[src/rtl/universal_shift_register.sv]
// Parametrised universal shift register: hold, shifts, rotates, arithmetic shift, load and clear,
// with a saturating shift counter and a one-shot full-word pulse.
module universal_shift_register #(
    parameter int unsigned WIDTH = 8,
    parameter logic [WIDTH-1:0] RESET_VAL = '0,
    localparam int unsigned CW = $clog2(WIDTH + 1)
) (
    input  logic             clk,
    input  logic             rst_n,
    input  logic             en,
    input  logic [2:0]       mode,
    input  logic             sin_l,
    input  logic             sin_r,
    input  logic [WIDTH-1:0] d,
    output logic [WIDTH-1:0] q,
    output logic             sout_l,
    output logic             sout_r,
    output logic [CW-1:0]    cnt,
    output logic             done
);

    typedef enum logic [2:0] {
        ModeHold  = 3'b000,
        ModeShl   = 3'b001,
        ModeShr   = 3'b010,
        ModeRol   = 3'b011,
        ModeRor   = 3'b100,
        ModeAsr   = 3'b101,
        ModeLoad  = 3'b110,
        ModeClear = 3'b111
    } mode_e;

    localparam logic [CW-1:0] CntFull = CW'(WIDTH);
    localparam logic [CW-1:0] CntLast = CW'(WIDTH - 1);

    mode_e            op;
    logic [WIDTH-1:0] q_d;
    logic [CW-1:0]    cnt_d;
    logic             done_d;
    logic             is_shift;
    logic             is_reload;

    assign op        = mode_e'(mode);
    assign is_shift  = (op != ModeHold) && (op != ModeLoad) && (op != ModeClear);
    assign is_reload = (op == ModeLoad) || (op == ModeClear);

    always_comb begin
        q_d    = q;
        cnt_d  = cnt;
        done_d = 1'b0;
        if (en) begin
            unique case (op)
                ModeHold:  q_d = q;
                ModeShl:   q_d = {q[WIDTH-2:0], sin_l};
                ModeShr:   q_d = {sin_r, q[WIDTH-1:1]};
                ModeRol:   q_d = {q[WIDTH-2:0], q[WIDTH-1]};
                ModeRor:   q_d = {q[0], q[WIDTH-1:1]};
                ModeAsr:   q_d = {q[WIDTH-1], q[WIDTH-1:1]};
                ModeLoad:  q_d = d;
                ModeClear: q_d = '0;
            endcase

            // Reload wins over saturation; done fires only on the WIDTH-1 -> WIDTH step.
            if (is_reload) begin
                cnt_d = '0;
            end else if (is_shift) begin
                if (cnt != CntFull) begin
                    cnt_d = cnt + CW'(1);
                end
                done_d = (cnt == CntLast);
            end
        end
    end

    always_ff @(posedge clk or negedge rst_n) begin
        if (!rst_n) begin
            q    <= RESET_VAL;
            cnt  <= '0;
            done <= 1'b0;
        end else begin
            q    <= q_d;
            cnt  <= cnt_d;
            done <= done_d;
        end
    end

    assign sout_l = q[WIDTH-1];
    assign sout_r = q[0];

endmodule

[config.mk]
export PLATFORM = sky130hd
export DESIGN_NAME = universal_shift_register
export DESIGN_NICKNAME = d
export VERILOG_FILES = /design/src/rtl/universal_shift_register.sv
export SDC_FILE = /design/constraint.sdc
export NUM_CORES = 1
export LEC_CHECK = 0
export CELL_PAD_IN_SITES_DETAIL_PLACEMENT = 0
export CELL_PAD_IN_SITES_GLOBAL_PLACEMENT = 1
export CORE_UTILIZATION = 28
export DETAILED_ROUTE_END_ITERATION = 7
export GPL_TIMING_DRIVEN = 0
export PLACE_DENSITY_LB_ADDON = 0.1
export SLEW_MARGIN = 20
export SYNTH_ARGS = -nofsm -noshare
export SYNTH_HDL_FRONTEND = slang
export SYNTH_SLANG_ARGS = --single-unit
[constraint.sdc]
create_clock -name clk -period 1.2 [get_ports clk]
set_clock_uncertainty 0.2 [all_clocks]
set_input_delay 0.12 -clock clk [delete_from_list [all_inputs] [get_ports clk]]
set_output_delay 0.12 -clock clk [all_outputs]
set_load 0.1 [all_outputs]
==> results of run 1 <==
[final timing paths]
kind | start | to | slack (ps) | cells after the start
worst max-delay path | q[7] | q[7] | -220 | 2
worst min-delay path | mode[1] | q[6] | 30 | 4
worst max register to register | cnt[0] | cnt[1] | -220 | 6
worst min register to register | cnt[1] | cnt[1] | 400 | 2
max in group asynchronous | rst_n | q[5] | 250 | 1
min in group asynchronous | rst_n | q[0] | 40 | 1
[kinds of logic after synthesis]
kind of cell / count (synthesis) / synth area share, %
AO/OA/AOI/OAI: 34 / 24.9
XOR/XNOR: 1 / 1.04
adder cells (fa/ha/maj): 2 / 2.96
buffers and inverters: 13 / 9.04
flip-flops: 13 / 38.5
multiplexers: 3 / 3.56
AND/OR/NAND/NOR: 38 / 20.0
[timing repair]
action                     4_1_cts  5_1_grt
setup endpoints to repair       28       28
pin swaps                        7       16
hold endpoints to repair         1        0
hold buffers                     1        0
buffers inserted                11        6
gates resized for setup        148       26
[Yosys cell counts (all sizes together)]
master   n  area (µm²)
a211oi   7        52.6
a21oi   13        65.1
a22oi    1        7.51
and2     1        6.26
buf      8        57.6
dfrtp   13         325
ha       2        25.0
inv      5        18.8
mux2i    3        30.0
nand2   20        75.1
nand2b   2        12.5
nand3    3        15.0
nand3b   2        15.0
nor2     7        28.8
nor3     2        10.0
o21ai    9        45.0
o221a    1        11.3
o31a     1        8.76
o31ai    2        20.0
or2      1        6.26
xor2     1        8.76
[routing by layer]
metal,GRT usage [%],vias to the layer above,share of wire [%]
met5,0,-,0
met4,4.53,0,0.52
met3,5.30,2,4.9
met2,30.9,24,52
met1,21.8,463,42
li1,-,463,-
[flip-flops by register name, indices dropped and copies added, names as in the netlist]
register and flops:
q 8, cnt 4, done 1
[critical path, cell delays in order, from the launching register on]
cell and delay [ps]:
dfrtp_4 530, buf_8 140, buf_12 150
[area by class of cell]
type	count	area (µm²)	share of cell area [%]
buffer	8	81.3	4.85
clock buffer	4	26.3	1.57
inverter	5	18.8	1.12
multi-input combinational	78	581	34.6
sequential	13	367	21.9
tap	31	38.8	2.31
timing repair buffer	46	564	33.7
[metrics by stage]
| stage | cells | hold WS [ps] | power (µW) | setup WS (ps) | cell area [µm²] |
|---|---|---|---|---|---|
| after detailed placement | 163 | 279 | 2160 | -759 | 1220 |
| after global placement | 163 | 254 | 2150 | -757 | 1220 |
| after global routing | 185 | 44.9 | 3280 | -317 | 1680 |
| final | 185 | 25.8 | 3120 | -223 | 1680 |
| after floorplan | 104 | -376 | 1810 | -285 | 901 |
| after CTS | 179 | 11.7 | 2890 | -219 | 1520 |
[power groups by stage]
stage               combinational, µW  clock, µW  sequential, µW
floorplan                         398          0            1410
global placement                 1420          0             732
detailed placement               1420          0             737
CTS                              1830        299             763
global route                     2200        324             752
finish                           2100        287             735
==> impl_metrics.ini, run 1 <==
[worst_setup_path]
critPathCaptureType = output pin
cp.required_ps = 880
startpoint_type = flip-flop
cp_max_fo = 5
arrival_ps = 1100
critPathKind = flip-flop to output pin

[clocking]
cts_buffer_depth = 2
cts.sinks = 13
root_buffer = clkbuf_4
clk_latency_ps = 280
cts_tree = done
h-tree-depth = 1
numCtsBuffers = 3
clkTransAtPathRegs_ps = 90

[finish]
syn2layout_area_growth_pct = 98.5
drive_above_1_share_pct = 55.2
antenna_cells = 0
nFillCells = 251
fin_nets = 173
final_common_cell = buf_4
layout_common_cells = buf_4 (16), nand2_1 (14), buf_12 (14)
fin_util_pct = 59.8

[logic_synthesis]
ys_types = 26
synth.cell_area_um2 = 845
synth-seq-cells = 13
synth-seq-area-share_pct = 38.5
yosysWarningCount = 0
synth_fp_nets = 122
synthCells = 104
syn_avg_cell_area_um2 = 8.12

[min_path]
hold_path_class = input pin to flip-flop

[sta]
fin_ws_ps = -223
tightestPinTransition_ps = 676
grt_setup_unrepaired = true
finalHoldViolCount = 0
relSlewSlack_pct = 54.8
min_period_over_period_pct = 119
fin_tns_setup_ps = -2910
max_freq_mhz = 703
slew_viol_final = 0
final-setup-viol-count = 25
min_period_ps = 1420

[power]
p_comb_share_pct = 67.2
seq_power_share_pct = 23.6
p_int_uw = 1580
power.leakage_uw = 0.000675
powerDensity_mw_per_mm2 = 1860
irDropWorstVdd_mv = 1.57
p_switching_uw = 1540
swShare_pct = 49.3
p_clk_share_pct = 9.2

[placement]
hpwl_um = 1710
portBuffers = 28
gp_congestion = 0.793

[die]
rows = 19
io_pins = 31
die_area_mm2 = 0.00324
die_w_um = 56.9
die_h_um = 56.9
core-area_mm2 = 0.00281
initial_core_util_pct = 30.1

[route]
drtAntennaViolNets = 0
vias = 952
drt_iter0_drc = 19
first_pass_iters = 6
wl_um = 2710
routedWlPerCell_um = 14.6
vias_per_cell = 5.15
drc = 4

[grt]
grt-ovfl-total = 0
antenna_found_initial = 0
grt_pass1_wl_um = 4440
grt_pass1_vias = 946
grt_max_degree = 14
groute.usage.overall_pct = 17.9

[status]
failed_checks = design-rule violations, negative setup slack
status = finished with violations

[job]
maxCapViolCount = 0
Note: power is estimated with default switching activity, not from simulation.
==> run 2, diff against run 1 <==
- CTS_CLUSTER_DIAMETER: unset -> 150
==> results of run 2 <==
Final layout, timing and power as in run 1 (identical DEF).
